==> src/rtl/pulse_gen_pkg.sv <==
`default_nettype none
// +--------------------------------------------------------------------+
// | pulse_gen_pkg : shared states, mode codes and bin-to-Gray helper     |
// | Revision 1.0                                                         |
// +--------------------------------------------------------------------+
package pulse_gen_pkg;

   typedef enum logic [0:0] {
      ST_IDLE = 1'b0,
      ST_RUN  = 1'b1
   } state_e;

   localparam logic MODE_PERIODIC = 1'b0;
   localparam logic MODE_ONESHOT  = 1'b1;

   // Widest Gray count supported by the helper; callers truncate.
   localparam int GRAY_MAX_W = 16;

   function automatic logic [GRAY_MAX_W-1:0] bin2gray(input logic [GRAY_MAX_W-1:0] b);
      return b ^ (b >> 1);
   endfunction

endpackage
`default_nettype wire

==> src/rtl/pulse_gen_prog_if.sv <==
`default_nettype none
// +--------------------------------------------------------------------+
// | pulse_gen_prog_if : control/config inputs and pulse status outputs   |
// | Revision 1.0                                                         |
// +--------------------------------------------------------------------+
interface pulse_gen_prog_if #(
   parameter int CNT_W  = 27,
   parameter int GRAY_W = 4
);
   logic              en;
   logic              mode;
   logic              start;
   logic              load;
   logic [CNT_W-1:0]  period;
   logic [CNT_W-1:0]  width;
   logic              pulse;
   logic              busy;
   logic              cfg_err;
   logic [GRAY_W-1:0] pulse_cnt_gray;

   modport master (
      output en, mode, start, load, period, width,
      input  pulse, busy, cfg_err, pulse_cnt_gray
   );

   modport slave (
      input  en, mode, start, load, period, width,
      output pulse, busy, cfg_err, pulse_cnt_gray
   );
endinterface
`default_nettype wire

==> src/rtl/gray_counter_n.sv <==
`default_nettype none
// +--------------------------------------------------------------------+
// | gray_counter_n : enabled binary counter with registered Gray output  |
// | Revision 1.0                                                         |
// +--------------------------------------------------------------------+
module gray_counter_n
   import pulse_gen_pkg::*;
#(
   parameter int GRAY_W = 4
) (
   input  wire logic              clk,
   input  wire logic              rst,
   input  wire logic              en,
   output logic      [GRAY_W-1:0] gray
);

   logic [GRAY_W-1:0] bin_q, bin_d;
   logic [GRAY_W-1:0] gray_q, gray_d;

   // Gray is derived from the next binary value so both update on the same edge.
   always_comb begin
      bin_d  = en ? bin_q + GRAY_W'(1) : bin_q;
      gray_d = GRAY_W'(bin2gray(GRAY_MAX_W'(bin_d)));
   end

   always_ff @(posedge clk or posedge rst) begin
      if (rst) begin
         bin_q  <= '0;
         gray_q <= '0;
      end else begin
         bin_q  <= bin_d;
         gray_q <= gray_d;
      end
   end

   assign gray = gray_q;

endmodule
`default_nettype wire

==> src/rtl/pulse_gen_prog.sv <==
`default_nettype none
// +--------------------------------------------------------------------+
// | pulse_gen_prog : programmable periodic / one-shot pulse generator    |
// | Revision 1.0                                                         |
// +--------------------------------------------------------------------+
module pulse_gen_prog
   import pulse_gen_pkg::*;
#(
   parameter int CNT_W      = 27,
   parameter int DEF_PERIOD = 100_000_000,
   parameter int DEF_WIDTH  = 1,
   parameter int GRAY_W     = 4
) (
   input  wire logic   clk,
   input  wire logic   rst,
   pulse_gen_prog_if.slave bus
);

   state_e           state_q, state_d;
   logic [CNT_W-1:0] cnt_q, cnt_d;
   logic [CNT_W-1:0] shadow_p_q, shadow_p_d;
   logic [CNT_W-1:0] shadow_w_q, shadow_w_d;
   logic [CNT_W-1:0] act_p_q, act_p_d;
   logic [CNT_W-1:0] act_w_q, act_w_d;
   logic             mode_q, mode_d;
   logic             cfg_err_q, cfg_err_d;
   logic             pulse_q, pulse_d;
   logic             busy_q, busy_d;
   logic             gray_inc;

   logic [CNT_W-1:0] p_eff;
   logic             p_clamp;
   logic             w_clamp;

   // Load path: clamp the request and stage it in the shadow registers.
   always_comb begin
      p_clamp    = bus.period < CNT_W'(2);
      p_eff      = p_clamp ? CNT_W'(2) : bus.period;
      w_clamp    = bus.width >= p_eff;
      shadow_p_d = shadow_p_q;
      shadow_w_d = shadow_w_q;
      cfg_err_d  = cfg_err_q;
      if (bus.load) begin
         shadow_p_d = p_eff;
         shadow_w_d = w_clamp ? p_eff - CNT_W'(1) : bus.width;
         cfg_err_d  = p_clamp | w_clamp;
      end
   end

   // Shadow values are taken from the _d side so a load on a boundary lands at once.
   always_comb begin
      state_d = state_q;
      cnt_d   = cnt_q;
      act_p_d = act_p_q;
      act_w_d = act_w_q;
      mode_d  = mode_q;
      case (state_q)
         ST_IDLE: begin
            cnt_d   = '0;
            act_p_d = shadow_p_d;
            act_w_d = shadow_w_d;
            if (bus.en && (bus.mode == MODE_PERIODIC || bus.start)) begin
               state_d = ST_RUN;
               mode_d  = bus.mode;
            end
         end
         ST_RUN: begin
            if (!bus.en) begin
               state_d = ST_IDLE;
               cnt_d   = '0;
            end else if (cnt_q == act_p_q - CNT_W'(1)) begin
               cnt_d = '0;
               if (mode_q == MODE_ONESHOT) begin
                  state_d = ST_IDLE;
               end else begin
                  act_p_d = shadow_p_d;
                  act_w_d = shadow_w_d;
                  mode_d  = bus.mode;
               end
            end else begin
               cnt_d = cnt_q + CNT_W'(1);
            end
         end
         default: state_d = ST_IDLE;
      endcase

      busy_d   = (state_d == ST_RUN);
      pulse_d  = busy_d && (cnt_d < act_w_d);
      gray_inc = busy_d && (cnt_d == '0) && (act_w_d != '0);
   end

   always_ff @(posedge clk or posedge rst) begin
      if (rst) begin
         state_q    <= ST_IDLE;
         cnt_q      <= '0;
         shadow_p_q <= CNT_W'(DEF_PERIOD);
         shadow_w_q <= CNT_W'(DEF_WIDTH);
         act_p_q    <= CNT_W'(DEF_PERIOD);
         act_w_q    <= CNT_W'(DEF_WIDTH);
         mode_q     <= MODE_PERIODIC;
         cfg_err_q  <= 1'b0;
         pulse_q    <= 1'b0;
         busy_q     <= 1'b0;
      end else begin
         state_q    <= state_d;
         cnt_q      <= cnt_d;
         shadow_p_q <= shadow_p_d;
         shadow_w_q <= shadow_w_d;
         act_p_q    <= act_p_d;
         act_w_q    <= act_w_d;
         mode_q     <= mode_d;
         cfg_err_q  <= cfg_err_d;
         pulse_q    <= pulse_d;
         busy_q     <= busy_d;
      end
   end

   gray_counter_n #(
      .GRAY_W (GRAY_W)
   ) u_gray (
      .clk  (clk),
      .rst  (rst),
      .en   (gray_inc),
      .gray (bus.pulse_cnt_gray)
   );

   assign bus.pulse   = pulse_q;
   assign bus.busy    = busy_q;
   assign bus.cfg_err = cfg_err_q;

endmodule
`default_nettype wire

==> src/flat_wrapper.sv <==
// flat-port wrapper written by rule: the top's interface ports become plain ports
module pulse_gen_prog_flat import pulse_gen_pkg::*;
#(
   parameter int CNT_W      = 27,
   parameter int DEF_PERIOD = 100_000_000,
   parameter int DEF_WIDTH  = 1,
   parameter int GRAY_W     = 4
)
  (clk, rst, bus_en, bus_mode, bus_start, bus_load, bus_period, bus_width, bus_pulse, bus_busy, bus_cfg_err, bus_pulse_cnt_gray);
  pulse_gen_prog_if #(.CNT_W(CNT_W), .GRAY_W(GRAY_W)) bus_i ();
  input  wire logic clk;
  input  wire logic rst;
  input wire logic [$bits(bus_i.en)-1:0] bus_en;
  input wire logic [$bits(bus_i.mode)-1:0] bus_mode;
  input wire logic [$bits(bus_i.start)-1:0] bus_start;
  input wire logic [$bits(bus_i.load)-1:0] bus_load;
  input wire logic [$bits(bus_i.period)-1:0] bus_period;
  input wire logic [$bits(bus_i.width)-1:0] bus_width;
  output wire logic [$bits(bus_i.pulse)-1:0] bus_pulse;
  output wire logic [$bits(bus_i.busy)-1:0] bus_busy;
  output wire logic [$bits(bus_i.cfg_err)-1:0] bus_cfg_err;
  output wire logic [$bits(bus_i.pulse_cnt_gray)-1:0] bus_pulse_cnt_gray;
  assign bus_i.en = bus_en;
  assign bus_i.mode = bus_mode;
  assign bus_i.start = bus_start;
  assign bus_i.load = bus_load;
  assign bus_i.period = bus_period;
  assign bus_i.width = bus_width;
  assign bus_pulse = bus_i.pulse;
  assign bus_busy = bus_i.busy;
  assign bus_cfg_err = bus_i.cfg_err;
  assign bus_pulse_cnt_gray = bus_i.pulse_cnt_gray;
  pulse_gen_prog #(.CNT_W(CNT_W), .DEF_PERIOD(DEF_PERIOD), .DEF_WIDTH(DEF_WIDTH), .GRAY_W(GRAY_W)) u_core (.clk(clk), .rst(rst), .bus(bus_i));
endmodule
==> config.mk <==
export PLATFORM = sky130hd
export DESIGN_NAME = pulse_gen_prog_flat
export DESIGN_NICKNAME = d
export VERILOG_FILES = /design/src/rtl/pulse_gen_pkg.sv /design/src/rtl/pulse_gen_prog_if.sv /design/src/rtl/gray_counter_n.sv /design/src/rtl/pulse_gen_prog.sv /design/src/flat_wrapper.sv
export SDC_FILE = /design/constraint.sdc
export NUM_CORES = 1
export LEC_CHECK = 0
export CORE_ASPECT_RATIO = 0.7
export CORE_UTILIZATION = 55
export DETAILED_ROUTE_END_ITERATION = 10
export GPL_TIMING_DRIVEN = 0
export HOLD_SLACK_MARGIN = 0.15
export PLACE_DENSITY = 0.81
export SLEW_MARGIN = 20
export SYNTH_ARGS = -nofsm -noshare
export SYNTH_HDL_FRONTEND = slang
export SYNTH_SLANG_ARGS = --single-unit
==> constraint.sdc <==
create_clock -name clk -period 6.3 [get_ports clk]
set_input_delay 1.26 -clock clk [delete_from_list [all_inputs] [get_ports clk]]
set_output_delay 1.26 -clock clk [all_outputs]
set_load 0.02 [all_outputs]
# --- Word-level counts from Yosys, hierarchy flattened ---
# Cells that the tools add are included.
totals:
  ff_bits: 147
  word_cells: 62
classes:
  n_eq_ne: 5
  n_reduce_logical: 9
  magnitude_cmp: 3
  n_bitwise: 4
  n_mux: 26
  addsub: 4
op_table:
  columns: ["operator", "n"]
  rows:
  - ["$mux W27", 12]
  - ["$pmux W27 S2", 3]
  - ["$sub A27 B1 Y27 const B", 2]
  - ["$add A27 B1 Y27 const B", 1]
  - ["$eq A27 B27 Y1", 1]
  - ["$ge A27 B27 Y1", 1]
  - ["$logic_not A27 Y1", 1]
  - ["$lt A27 B2 Y1 const B", 1]
  - ["$lt A27 B27 Y1", 1]
  - ["$reduce_bool A27 Y1", 1]
  - ["$mux W1", 8]
  - ["$ne A2 B2 Y1 const B", 3]
  - ["$reduce_and A3 Y1", 2]
  - ["$add A4 B1 Y4 const B", 1]
  - ["$logic_and A1 B1 Y1", 4]
  - ["$mux W4", 1]
  - ["$pmux W1 S2", 2]
  - ["$xor A4 B3 Y4", 1]
  - ["$ne A2 B1 Y1 const B", 1]
  - ["$not A1 Y1", 2]
  - ["$logic_or A1 B1 Y1", 1]
  - ["$or A1 B1 Y1", 1]

# --- Logic depth before layout (Yosys ltp) ---
depth:
  word_depth: 13
  ltp_mapped: 29
  mapped_depth_nobuf: 27

# --- Hierarchy ---
# From an unflattened synthesis, not the netlist that was laid out.
unflattened:
  cells_unflattened: 1045
  hier_area_um2: 9616.7
modules_own_cells:
  columns: ["module", "seq_area_each_um2", "area_each_um2", "cells_per_inst", "instances"]
  rows:
  - ["pulse_gen_prog", 3510.9, 9283.9, 1015, 1]
  - ["gray_counter_n", 175.2, 332.8, 30, 1]

# --- Least setup slack after synthesis ---
# OpenSTA, ideal clock, no wires.
synth_timing:
  path_type: "input to register"
  from: "input bus_period[22]"
  to: "register u_core.pulse_q (netlist: u_core.bus.pulse)"
  arrival_time_ns: 6.417
  path_slack_ns: -0.199
  n_path_buf: 2
  stages: 27
  cell_sequence: "or4_1 nand2b_1 nor3_1 nor2_1 ha_1 nand3b_1 a211oi_1 a2111oi_0 nor2b_1 nor3_1 clkbuf_1 clkbuf_1 o21ai_0 mux2_2 mux2i_1 ha_1 a21oi_1 nor2b_1 o21ai_0 nand2b_1 a21oi_1 nor2b_1 o21ai_0 nand2b_1 a21oi_1 o41ai_1 a31oi_1"
synth_via:
  elab_chain_cells: 11
  word_cells_on_any_way: 12
  cone_classes: "add/sub (1); order compare (3); mux (7); reduce/logical (1)"
synth_rtl:
  columns: ["item", "line_no", "source"]
  rows:
  - ["start, declared", "flat_wrapper.sv:17", "input wire logic [$bits(bus_i.period)-1:0] bus_period;"]
  - ["$lt A27 B2 Y1", "pulse_gen_prog.sv:37", "p_clamp = bus.period < CNT_W'(2);"]
  - ["$mux W27 (*)", "pulse_gen_prog.sv:38", "p_eff = p_clamp ? CNT_W'(2) : bus.period;"]
  - ["$sub A27 B1 Y27 / $ge A27 B27 Y1 (equally long branches)", "pulse_gen_prog.sv:45, pulse_gen_prog.sv:39", null]
  - ["$mux W27 (*)", "pulse_gen_prog.sv:45", "shadow_w_d = w_clamp ? p_eff - CNT_W'(1) : bus.width;"]
  - ["$mux W27 (*)", "pulse_gen_prog.sv:43", "if (bus.load) begin"]
  - ["net u_core.shadow_w_d[4]", "pulse_gen_prog.sv:22", "logic [CNT_W-1:0] shadow_w_q, shadow_w_d;"]
  - ["$mux W27", "pulse_gen_prog.sv:73", "if (mode_q == MODE_ONESHOT) begin"]
  - ["$mux W27", "pulse_gen_prog.sv:71", "end else if (cnt_q == act_p_q - CNT_W'(1)) begin"]
  - ["$mux W27", "pulse_gen_prog.sv:68", "if (!bus.en) begin"]
  - ["$pmux W27 S2 (*)", "pulse_gen_prog.sv:57", "case (state_q)"]
  - ["$lt A27 B27 Y1 (*)", "pulse_gen_prog.sv:88", "pulse_d = busy_d && (cnt_d < act_w_d);"]
  - ["$logic_and A1 B1 Y1 (*)", "pulse_gen_prog.sv:88", null]
  - ["net u_core.pulse_d", "pulse_gen_prog.sv:27", "logic pulse_q, pulse_d;"]
  - ["end signal, assigned", "pulse_gen_prog.sv:113", "pulse_q <= pulse_d;"]
  - ["end, declared", "pulse_gen_prog.sv:27", null]
# The timed path passes the listed nets; every way through them passes the cells marked *.
# A chain may end at the register's enable or synchronous reset.

# --- Worst setup path after layout ---
layout_timing:
  from: "input bus_period[19]"
  to: "register u_core.pulse_q (netlist: u_core.bus.pulse)"
# The elaborated chain is that of the path after synthesis.

==> insert_results.sql <==
INSERT INTO impl_metrics (metric_group, metric, value, unit) VALUES
('route', 'drt-total-wl', '29190', 'um'),
('yosys', 'proportion_of_synthesized_area_in_mux_cells', '11.33', '%'),
('cells_and_area', 'num_antenna_cells', '0', ''),
('yosys', 'ys_top_cells_by_area', 'sky130_fd_sc_hd__dfrtp_1 (31%), sky130_fd_sc_hd__ha_1 (7.4%), sky130_fd_sc_hd__mux2_2 (7.4%)', ''),
('yosys', 'synth_cells', '1002', ''),
('die', 'die_area', '0.01803', 'sq mm'),
('yosys', 'synth-compound-area-share', '10.47', '%'),
('worst_setup_path', 'critPathLaunchType', 'primary input', ''),
('yosys', 'synthesis.area', '0.009618', 'sq mm'),
('clocking', 'clock_insertion_delay_worst_skew', '0.43', 'ns'),
('grt', 'grt_antenna_before_repair', '0', ''),
('worst_setup_path', 'slowest_delay', '0.54', 'ns'),
('yosys', 'synth_most_common_cell', 'sky130_fd_sc_hd__dfrtp_1', ''),
('worst_setup_path', 'timing.setup.critical_path_class', 'primary input to register', ''),
('route', 'dr_total_vias', '8585', ''),
('yosys', 'yosysUniqueCellTypes', '66', ''),
('cells_and_area', 'nNetsFinal', '1234', ''),
('worst_setup_path', 'worstPathBufferInverterCount', '4', ''),
('sta', 'slew_headroom', '47.28', '%'),
('worst_setup_path', 'worst_path_dominant_cell_family', 'simple AND/OR/NAND/NOR gates', ''),
('route', 'drtPass1Iterations', '5', ''),
('clocking', 'clk_pin_slew_worst_paths', '0.06', 'ns'),
('cells_and_area', 'layout.core_utilization', '68.79', '%'),
('yosys', 'synth_top_area_share', '31.22', '%'),
('placed_design', 'hpwl', '21490', 'um'),
('hold_path', 'hold_path.class', 'register to register', ''),
('yosys', 'synthXorXnorAreaFrac', '8.742', '%'),
('yosys', 'number_of_synthesized_register_bits', '146', ''),
('route', 'avgViaCountPerCell', '6.308', ''),
('clocking', 'cts-root-buf', 'sky130_fd_sc_hd__clkbuf_16', ''),
('yosys', 'ys_async_sr_fraction', '100.0', '%'),
('job', 'max_cap_viol_count', '0', ''),
('yosys', 'synth_top_area_cell', 'sky130_fd_sc_hd__dfrtp_1', ''),
('route', 'routed_wire_length_per_instance', '21.44', 'um'),
('run_status', 'outcome', 'finished clean', ''),
('placed_design', 'gp_congestion', '0.9661', ''),
('sta', 'slew_violations', '0', ''),
('cells_and_area', 'final_layout_size_suffix_gt1_share', '19.73', '%'),
('placed_design', 'port_buffers', '66', ''),
('die', 'starting_utilization_of_the_core_area', '56.19', '%'),
('worst_setup_path', 'critPathArrivalTime', '6.48', 'ns'),
('yosys', 'combinational_family_with_the_most_area_after_synthesis', 'simple AND/OR/NAND/NOR gates', ''),
('die', 'io_pins', '67', ''),
('die', 'core.rowCount', '40', ''),
('power', 'power', '3.028', 'mW'),
('worst_setup_path', 'worst-path-max-fanout', '10', ''),
('grt', 'grt_pass1_vias', '7924', ''),
('grt', 'groute.usage.overall', '32.93', '%'),
('clocking', 'htreeDepth', '4', ''),
('hold_path', 'worst_hold_path.num_cells', '1', ''),
('sta', 'timing.final.setup_violations', '0', ''),
('grt', 'grt_remaining_overflow', '0', ''),
('clocking', 'longest_clk_path_bufs', '2', ''),
('route', 'drtAntennaViolNets', '0', ''),
('yosys', 'synth-seq-area-share', '38.32', '%'),
('grt', 'grt_first_pass_wirelength', '44800', 'um'),
('worst_setup_path', 'crit_slowest_cell', 'sky130_fd_sc_hd__or4_4', ''),
('yosys', 'area_fraction_in_and_or_nand_and_nor_cells_after_synthesis', '18.85', '%'),
('worst_setup_path', 'timing.critical_path.to_type', 'register', ''),
('route', 'detailed_router_s_first_iteration_violation_count', '1001', ''),
('die', 'die_w', '160.1', 'um'),
('yosys', 'synth_edf_count', '0', ''),
('clocking', 'clock_sinks', '146', ''),
('yosys', 'avgSynthCellArea', '9.599', 'sq um'),
('sta', 'hold_violations', '0', ''),
('worst_setup_path', 'worst_ep_required_time', '6.63', 'ns'),
('yosys', 'synthFlopType', 'sky130_fd_sc_hd__dfrtp_1', ''),
('sta', 'finalClockSkew', '0.01807', 'ns'),
('power', 'leakage_component_of_the_power', '5.136', 'nW'),
('clocking', 'cts_tree', 'done', ''),
('route', 'remaining_drc_errors', '0', '');
-- logic make-up (layout without fill, tap and decap cells) --
kind of cell | Yosys count | count (layout)
compound gates | 147 | 147
xor+xnor | 96 | 96
fa+ha+maj | 57 | 57
buf+inv | 117 | 245
flops | 146 | 146
mux | 101 | 101
simple gates | 338 | 338
-- what timing repair did --
action | CTS | global route
endpoints found under the hold margin | 0 | 0
pin swaps | 8 | 10
setup endpoints to repair | 16 | 3
buffers inserted | 16 | 14
gates cloned | 0 | 0
gates resized for setup | 50 | 43
-- flip-flops by register name (all words and copies together), names as in the netlist --
signal / cells
u_core.shadow_p_q: 27
u_core.cnt_q: 27
u_core.u_gray.bin_q: 4
u_core.shadow_w_q: 27
u_core.u_gray.gray: 3
u_core.bus.cfg_err: 1
u_core.mode_q: 1
u_core.state_q: 1
u_core.act_w_q: 27
u_core.bus.pulse: 1
u_core.act_p_q: 27
-- per-stage QoR --
| step | setup TNS (ns) | instances | setup slack, ns | hold slack [ns] | instance area [sq um] |
|---|---|---|---|---|---|
| after global routing | -0.05766 | 1361 | -0.05766 | 0.5041 | 11780 |
| final | 0 | 1361 | 0.1532 | 0.4950 | 11780 |
| after floorplan | 0 | 1002 | 0.02701 | 0.4643 | 9624 |
| after global placement | -106.47 | 1299 | -2.150 | 0.4762 | 10570 |
| after CTS | 0 | 1347 | 0.005127 | 0.4977 | 11520 |
| after detailed placement | -20.28 | 1300 | -2.288 | 0.4834 | 10610 |
-- report_power, final --
part	internal (mW)	total, mW	switching, mW
sequential	1.09	1.20	0.116
combinational	0.343	0.758	0.415
clock	0.641	1.07	0.425
-- layout make-up --
type                            instances  area, sq um  share of cell area, %
Timing Repair Buffer                   97        928.4                  7.884
Tap cell                              231        289.0                  2.455
Inverter                               68        266.5                  2.263
Buffer                                 48        240.2                  2.040
Multi-Input combinational cell        739         5749                  48.83
Sequential cell                       146         3686                  31.30
Clock buffer                           19        442.9                  3.762
Clock inverter                         13        172.7                  1.466
-- layer usage --
metal,global-route usage (%),wire length (um),vias up
li1,-,-,3855
met1,47.76,12550,4180
met2,46.29,12280,507
met3,12.27,3873,43
met4,7.746,482,0
met5,0,0,-
-- worst paths after layout --
path	startpoint	to	slack, ns
min	u_core.shadow_p_q[6]	u_core.shadow_p_q[6]	0.49
min in group asynchronous	rst	u_core.act_p_q[3]	1.26
max	bus_period[19]	u_core.bus.pulse	0.15
max reg2reg	u_core.act_p_q[9]	u_core.bus.pulse	0.33
max in group asynchronous	rst	u_core.shadow_p_q[16]	4.25
min reg2reg	u_core.shadow_p_q[6]	u_core.shadow_p_q[6]	0.49
-- layout by cell type (no fill, tap or decap), types with 6 or more instances in the layout --
cell / count
sky130_fd_sc_hd__nor2b_1: 7
sky130_fd_sc_hd__nand3_1: 31
sky130_fd_sc_hd__a21oi_1: 26
sky130_fd_sc_hd__nand2b_1: 6
sky130_fd_sc_hd__buf_4: 31
sky130_fd_sc_hd__o21ai_1: 6
sky130_fd_sc_hd__clkdlybuf4s50_1: 45
sky130_fd_sc_hd__dlymetal6s2s_1: 13
sky130_fd_sc_hd__mux2i_1: 35
sky130_fd_sc_hd__buf_2: 12
sky130_fd_sc_hd__clkbuf_16: 17
sky130_fd_sc_hd__dfrtp_1: 120
sky130_fd_sc_hd__a211oi_1: 9
sky130_fd_sc_hd__dfstp_2: 26
sky130_fd_sc_hd__a31oi_1: 14
sky130_fd_sc_hd__buf_1: 6
sky130_fd_sc_hd__xor2_1: 28
sky130_fd_sc_hd__dlygate4sd2_1: 6
sky130_fd_sc_hd__nor4_4: 8
sky130_fd_sc_hd__or2_2: 7
sky130_fd_sc_hd__a21o_1: 10
sky130_fd_sc_hd__o21ai_0: 25
sky130_fd_sc_hd__or4_1: 6
sky130_fd_sc_hd__inv_1: 66
sky130_fd_sc_hd__ha_1: 57
sky130_fd_sc_hd__clkbuf_1: 25
sky130_fd_sc_hd__xnor2_1: 68
sky130_fd_sc_hd__nand2_1: 45
sky130_fd_sc_hd__mux2_2: 63
sky130_fd_sc_hd__nor4_1: 26
sky130_fd_sc_hd__nor2_1: 85
sky130_fd_sc_hd__or3_1: 12
sky130_fd_sc_hd__nor3_1: 29
sky130_fd_sc_hd__nand4_1: 29
-- worst reg2reg max path, delay by kind of cell, from the launching register on --
kind	cells	cell delay (ns)
compound gates	9	1.51
fa+ha+maj	1	0.29
buf+inv	3	0.93
flops	1	0.35
mux	1	0.32
simple gates	9	2.46
No activity file was read; power rests on OpenSTA's default activity.
